==> config.mk <==
export PLATFORM = sky130hd
export DESIGN_NAME = simon_seq_player
export DESIGN_NICKNAME = d
export VERILOG_FILES = /design/src/rtl/simon_seq_player.sv
export SDC_FILE = /design/constraint.sdc
export NUM_CORES = 1
export LEC_CHECK = 0
export ABC_AREA = 1
export CAP_MARGIN = 20
export CELL_PAD_IN_SITES_DETAIL_PLACEMENT = 2
export CELL_PAD_IN_SITES_GLOBAL_PLACEMENT = 2
export CORE_MARGIN = 2
export CORE_UTILIZATION = 22
export DETAILED_ROUTE_END_ITERATION = 12
export PLACE_DENSITY = 0.95
export SLEW_MARGIN = 20
export SYNTH_ARGS = -nofsm -noshare
export SYNTH_HDL_FRONTEND = slang
export SYNTH_SLANG_ARGS = --single-unit
==> constraint.sdc <==
create_clock -name clk -period 2.67 [get_ports clk]
set_input_delay 0.534 -clock clk [delete_from_list [all_inputs] [get_ports clk]]
set_output_delay 0.534 -clock clk [all_outputs]
set_load 0.1 [all_outputs]
==> src/rtl/simon_seq_player.sv <==
// Replays the level's pseudo-random colour sequence by reloading and stepping the shared LFSR,
// framing each colour in timed tone-on / silence windows. Optional abort input: SIMON_SEQ_PLAYER_ABORT_EN.
module simon_seq_player #(
    parameter int TICKS_ON  = 8,
    parameter int TICKS_GAP = 4,
    parameter int LEN_W     = 6
) (
    input  logic             clk,
    input  logic             rst_n,
    input  logic             start,
    input  logic [31:0]      seed,
    input  logic [LEN_W-1:0] length,
    input  logic             tick,
    input  logic [31:0]      lfsr_out,
`ifdef SIMON_SEQ_PLAYER_ABORT_EN
    input  logic             abort,
`endif
    output logic             lfsr_load,
    output logic [31:0]      lfsr_load_value,
    output logic             lfsr_enable,
    output logic [1:0]       color,
    output logic             color_valid,
    output logic [LEN_W-1:0] step_idx,
    output logic             busy,
    output logic             done
);

    localparam int TICK_MAX = (TICKS_ON > TICKS_GAP) ? TICKS_ON : TICKS_GAP;
    localparam int CNT_W    = $clog2(TICK_MAX + 1);
    localparam logic [CNT_W-1:0] ON_LAST  = CNT_W'(TICKS_ON - 1);
    localparam logic [CNT_W-1:0] GAP_LAST = CNT_W'(TICKS_GAP - 1);

    typedef enum logic [2:0] {
        IDLE    = 3'd0,
        LOAD    = 3'd1,
        ADVANCE = 3'd2,
        SHOW    = 3'd3,
        GAP     = 3'd4,
        DONE    = 3'd5
    } state_t;

    state_t             state, state_d;
    logic [31:0]        seed_q, seed_d;
    logic [LEN_W-1:0]   len_q, len_d;
    logic [LEN_W-1:0]   step_q, step_d;
    logic [CNT_W-1:0]   tick_cnt, cnt_d;
    logic               lfsr_unused;

    always_ff @(posedge clk) begin
        if (!rst_n) begin
            state    <= IDLE;
            seed_q   <= '0;
            len_q    <= '0;
            step_q   <= '0;
            tick_cnt <= '0;
        end else begin
            state    <= state_d;
            seed_q   <= seed_d;
            len_q    <= len_d;
            step_q   <= step_d;
            tick_cnt <= cnt_d;
        end
    end

    always_comb begin
        state_d = state;
        seed_d  = seed_q;
        len_d   = len_q;
        step_d  = step_q;
        cnt_d   = tick_cnt;
        case (state)
            IDLE: begin
                if (start) begin
                    step_d = '0;
                    // An empty sequence finishes without ever touching the LFSR.
                    if (length != '0) begin
                        seed_d  = seed;
                        len_d   = length;
                        state_d = LOAD;
                    end else begin
                        state_d = DONE;
                    end
                end
            end
            LOAD:    state_d = ADVANCE;
            ADVANCE: begin
                state_d = SHOW;
                cnt_d   = '0;
            end
            SHOW: begin
                if (tick) begin
                    if (tick_cnt == ON_LAST) begin
                        cnt_d   = '0;
                        state_d = GAP;
                    end else begin
                        cnt_d = tick_cnt + CNT_W'(1);
                    end
                end
            end
            GAP: begin
                if (tick) begin
                    if (tick_cnt == GAP_LAST) begin
                        cnt_d = '0;
                        if (step_q == len_q - LEN_W'(1)) begin
                            state_d = DONE;
                        end else begin
                            step_d  = step_q + LEN_W'(1);
                            state_d = ADVANCE;
                        end
                    end else begin
                        cnt_d = tick_cnt + CNT_W'(1);
                    end
                end
            end
            DONE:    state_d = IDLE;
            default: state_d = IDLE;
        endcase
`ifdef SIMON_SEQ_PLAYER_ABORT_EN
        if (abort && state != IDLE) begin
            state_d = IDLE;
            step_d  = '0;
            cnt_d   = '0;
        end
`endif
    end

    // Colour is a pass-through; the LFSR is held steady for the whole SHOW window.
    assign lfsr_load       = (state == LOAD);
    assign lfsr_enable     = (state == ADVANCE);
    assign lfsr_load_value = seed_q;
    assign color_valid     = (state == SHOW);
    assign color           = (state == SHOW) ? lfsr_out[1:0] : 2'b00;
    assign step_idx        = step_q;
    assign busy            = (state != IDLE);
    assign done            = (state == DONE);
    assign lfsr_unused     = ^lfsr_out[31:2];

endmodule

==> results by group <==
Outcome
  • Status: finished clean

Worst setup path
  • Worst EP arrival: 1570 ps
  • Max stage delay on crit path: 510 ps
  • Delay-heaviest family, CP: flip-flops
  • Critical path peak fanout: 6
  • Critical path launch point type: flop
  • Worst R2R Path Depth: 11
  • Crit path cell chain: nand2_1 > nor2_1 > buf_4
  • Slowest cell on the critical path: dfxtp_1
  • Cell count along the critical path: 3
  • Required time of the critical path: 2140 ps
  • Buffer and inverter count on the worst path: 1
  • CP Class: flop to primary output
  • Worst setup EP type: primary output

Clocking
  • CTS resizes: 0
  • CTS Sinks: 51
  • Hold Buf Count CTS: 0
  • Post-CTS Repair Setup Buffers: 0
  • Worst-Skew Late Latency: 310 ps
  • Clock-pin transition on the worst setup and hold timing paths: 100 ps
  • Root buffer cell: clkbuf_8
  • CTS tree: yes
  • Total CTS buffers: 5
  • Clock buffer depth: 2
  • H-tree lvl count: 2

Floorplanning
  • Top-level port count: 119
  • Starting Density: 0.223
  • Die height: between 100 and 150 um
  • Die W: ~110 um
  • Area of the core: between 10000 and 15000 um^2
  • Die area: roughly 12000 um^2
  • Row cnt: 38

Logic synthesis
  • Synth cell types: 33
  • Post-synth top area share: 0.428
  • Synth area leaders: dfxtp_1 43%, nor2_1 14%, nand2_1 8.2%
  • Synth Cell Area: 2380 um^2
  • Post-synth top cells: 88 x nor2_1, 52 x nand2_1, 51 x dfxtp_1
  • Async SR Flop Fraction: 0
  • Syn_nets: 416
  • Syn_area_per_cell: roughly 7.0 um^2
  • Top_reg_cell synth: dfxtp_1
  • Most common cell in the netlist: nor2_1
  • Post-synth EDFFs: 0
  • Synthesis Warnings: 0
  • Seq/Total Area, Yosys: 0.428
  • Post-Syn Instances: 339
  • Area leader, netlist: dfxtp_1
  • #FFs+latches synth: between 50 and 60

STA
  • Fin. max-slew vios: 0
  • FMAX: between 400 and 500 MHz
  • Setup TNS: 0 ps
  • Final min period: around 2100 ps
  • Final Cycle Share: 0.788
  • Max-slew headroom: 0.746
  • Fin. Hold Viols: 0
  • Worst-Margin Slew: 380 ps
  • Worst Skew: 2.41 ps
  • Final Setup Violations: 0
  • RSZ-0062 raised after global routing: false
  • Final setup margin: about 570 ps

GRT
  • Largest net degree at the start of global routing: 41
  • Gr ovfl total: 0
  • First-pass GRT wire length: 13600 um
  • GRT Util Overall: 0.148
  • Initial antenna violation count: 0
  • Number of global-route vias before repair: ~2800

Drt
  • WL final: 8410 um
  • Residual DRC: 0
  • Antenna Nets Post-Route: 0
  • 1st-iter DRT viols: 50
  • Post-DR wirelength/cell: 14.8 um
  • Routed vias/inst: 4.47
  • Vias: 2536
  • First-pass DRT Iterations: 4

Placed design
  • Gpl congestion: 0.800
  • IO Port Bufs: 88
  • DP HPWL: 6690 um
  • Area of placed instances: 3330 um^2
  • Inst Count DP: 559
  • Post-place setup slack: 437 ps

Min path
  • Hold Crit Class: flop to flop
  • Hold depth: 2

Flow run
  • Number of max-cap violations: 0

Finish
  • Share of cells above drive strength 1: 0.197
  • Post-route insts no fill: 567
  • Register area: 1020 um^2
  • Nets: 503
  • Multi-input gate area: between 1000 and 1500 um^2
  • Diode count: 0
  • Design area: 3420 um^2
  • Area added between synthesis and finish: 43.4%
  • Fill cell count: 1252

Power and ir drop
  • Leakage Power: approximately 1.5 nW
  • PD cells: about 770 nW/um^2
  • Max VDD drop: 409 uV
[stage by stage]
| step | hold WS, ps | power (mW) | utilization |
|---|---|---|---|
| after floorplan | 456 | 1.87 | - |
| after global placement | 466 | 2.14 | 0.312 |
| after detailed placement | 478 | 2.19 | 0.312 |
| after CTS | 501 | 2.66 | 0.320 |
| after global routing | 524 | 2.76 | 0.320 |
| final | 493 | 2.62 | 0.320 |
[sequential cells by signal (all words and copies together), names as in the netlist]
signal,flops
state,3
step_idx,6
tick_cnt,4
len_q,6
lfsr_load_value,32
[layout make-up]
type / instances / share of cell area
multi-input cells: 246 / 0.346
flip-flops and latches: 51 / 0.299
repair buffers: 92 / 0.245
well taps: 140 / 0.0512
inverters: 30 / 0.0348
clock buffers: 6 / 0.0212
clock inverters: 2 / 0.00366
[tightest hold or removal path, stage by stage, from the launching register on]
cell	delay (ps)
dfxtp_1	340
nor2_1	50
nor2_1	80
[report_power, final]
part | switching [mW] | total (mW) | leakage (nW) | internal [mW]
clock | 0.274 | 0.459 | 0.0412 | 0.184
combinational | 0.941 | 1.24 | 1.05 | 0.301
sequential | 0.0692 | 0.922 | 0.421 | 0.853
total | 1.28 | 2.62 | 1.51 | 1.34
[cell usage in the layout (no fill, tap or decap), drive strengths merged]
cell	n
clkbuf	6
o21ai	43
dfxtp	51
xnor2	2
a21oi	15
or2	3
buf	49
o211ai	1
nand3	18
ha	3
clkdlybuf4s50	43
nor2	94
nor3	2
nand4	3
clkinv	3
nor4	1
inv	28
nand2	57
xor2	2
a211oi	1
nand3b	1
clkinvlp	1
[metal layers]
layer  vias up  share of wire  track usage
met4         0          0.018       0.0421
met3        11          0.049       0.0422
met2        53           0.54        0.284
li1       1254              -            -
met5         -              0            0
met1      1218           0.40        0.156
[worst paths after layout]
kind	slack, ps	to	startpoint
max	570	lfsr_enable	state[1]
min	490	lfsr_load_value[12]	lfsr_load_value[12]
max reg2reg	840	step_idx[5]	len_q[0]
min reg2reg	490	lfsr_load_value[12]	lfsr_load_value[12]
[kinds of logic after synthesis]
| group | Yosys count | share of synthesized area |
|---|---|---|
| AOI/OAI and AO/OA | 60 | 0.132 |
| and+or+nand+nor | 179 | 0.330 |
| DFF | 51 | 0.428 |
| xor gates and xnor gates | 4 | 0.0147 |
| buffers and inverters | 42 | 0.0798 |
| adders and majority gates | 3 | 0.0157 |
(Power assumes the default switching activity.)
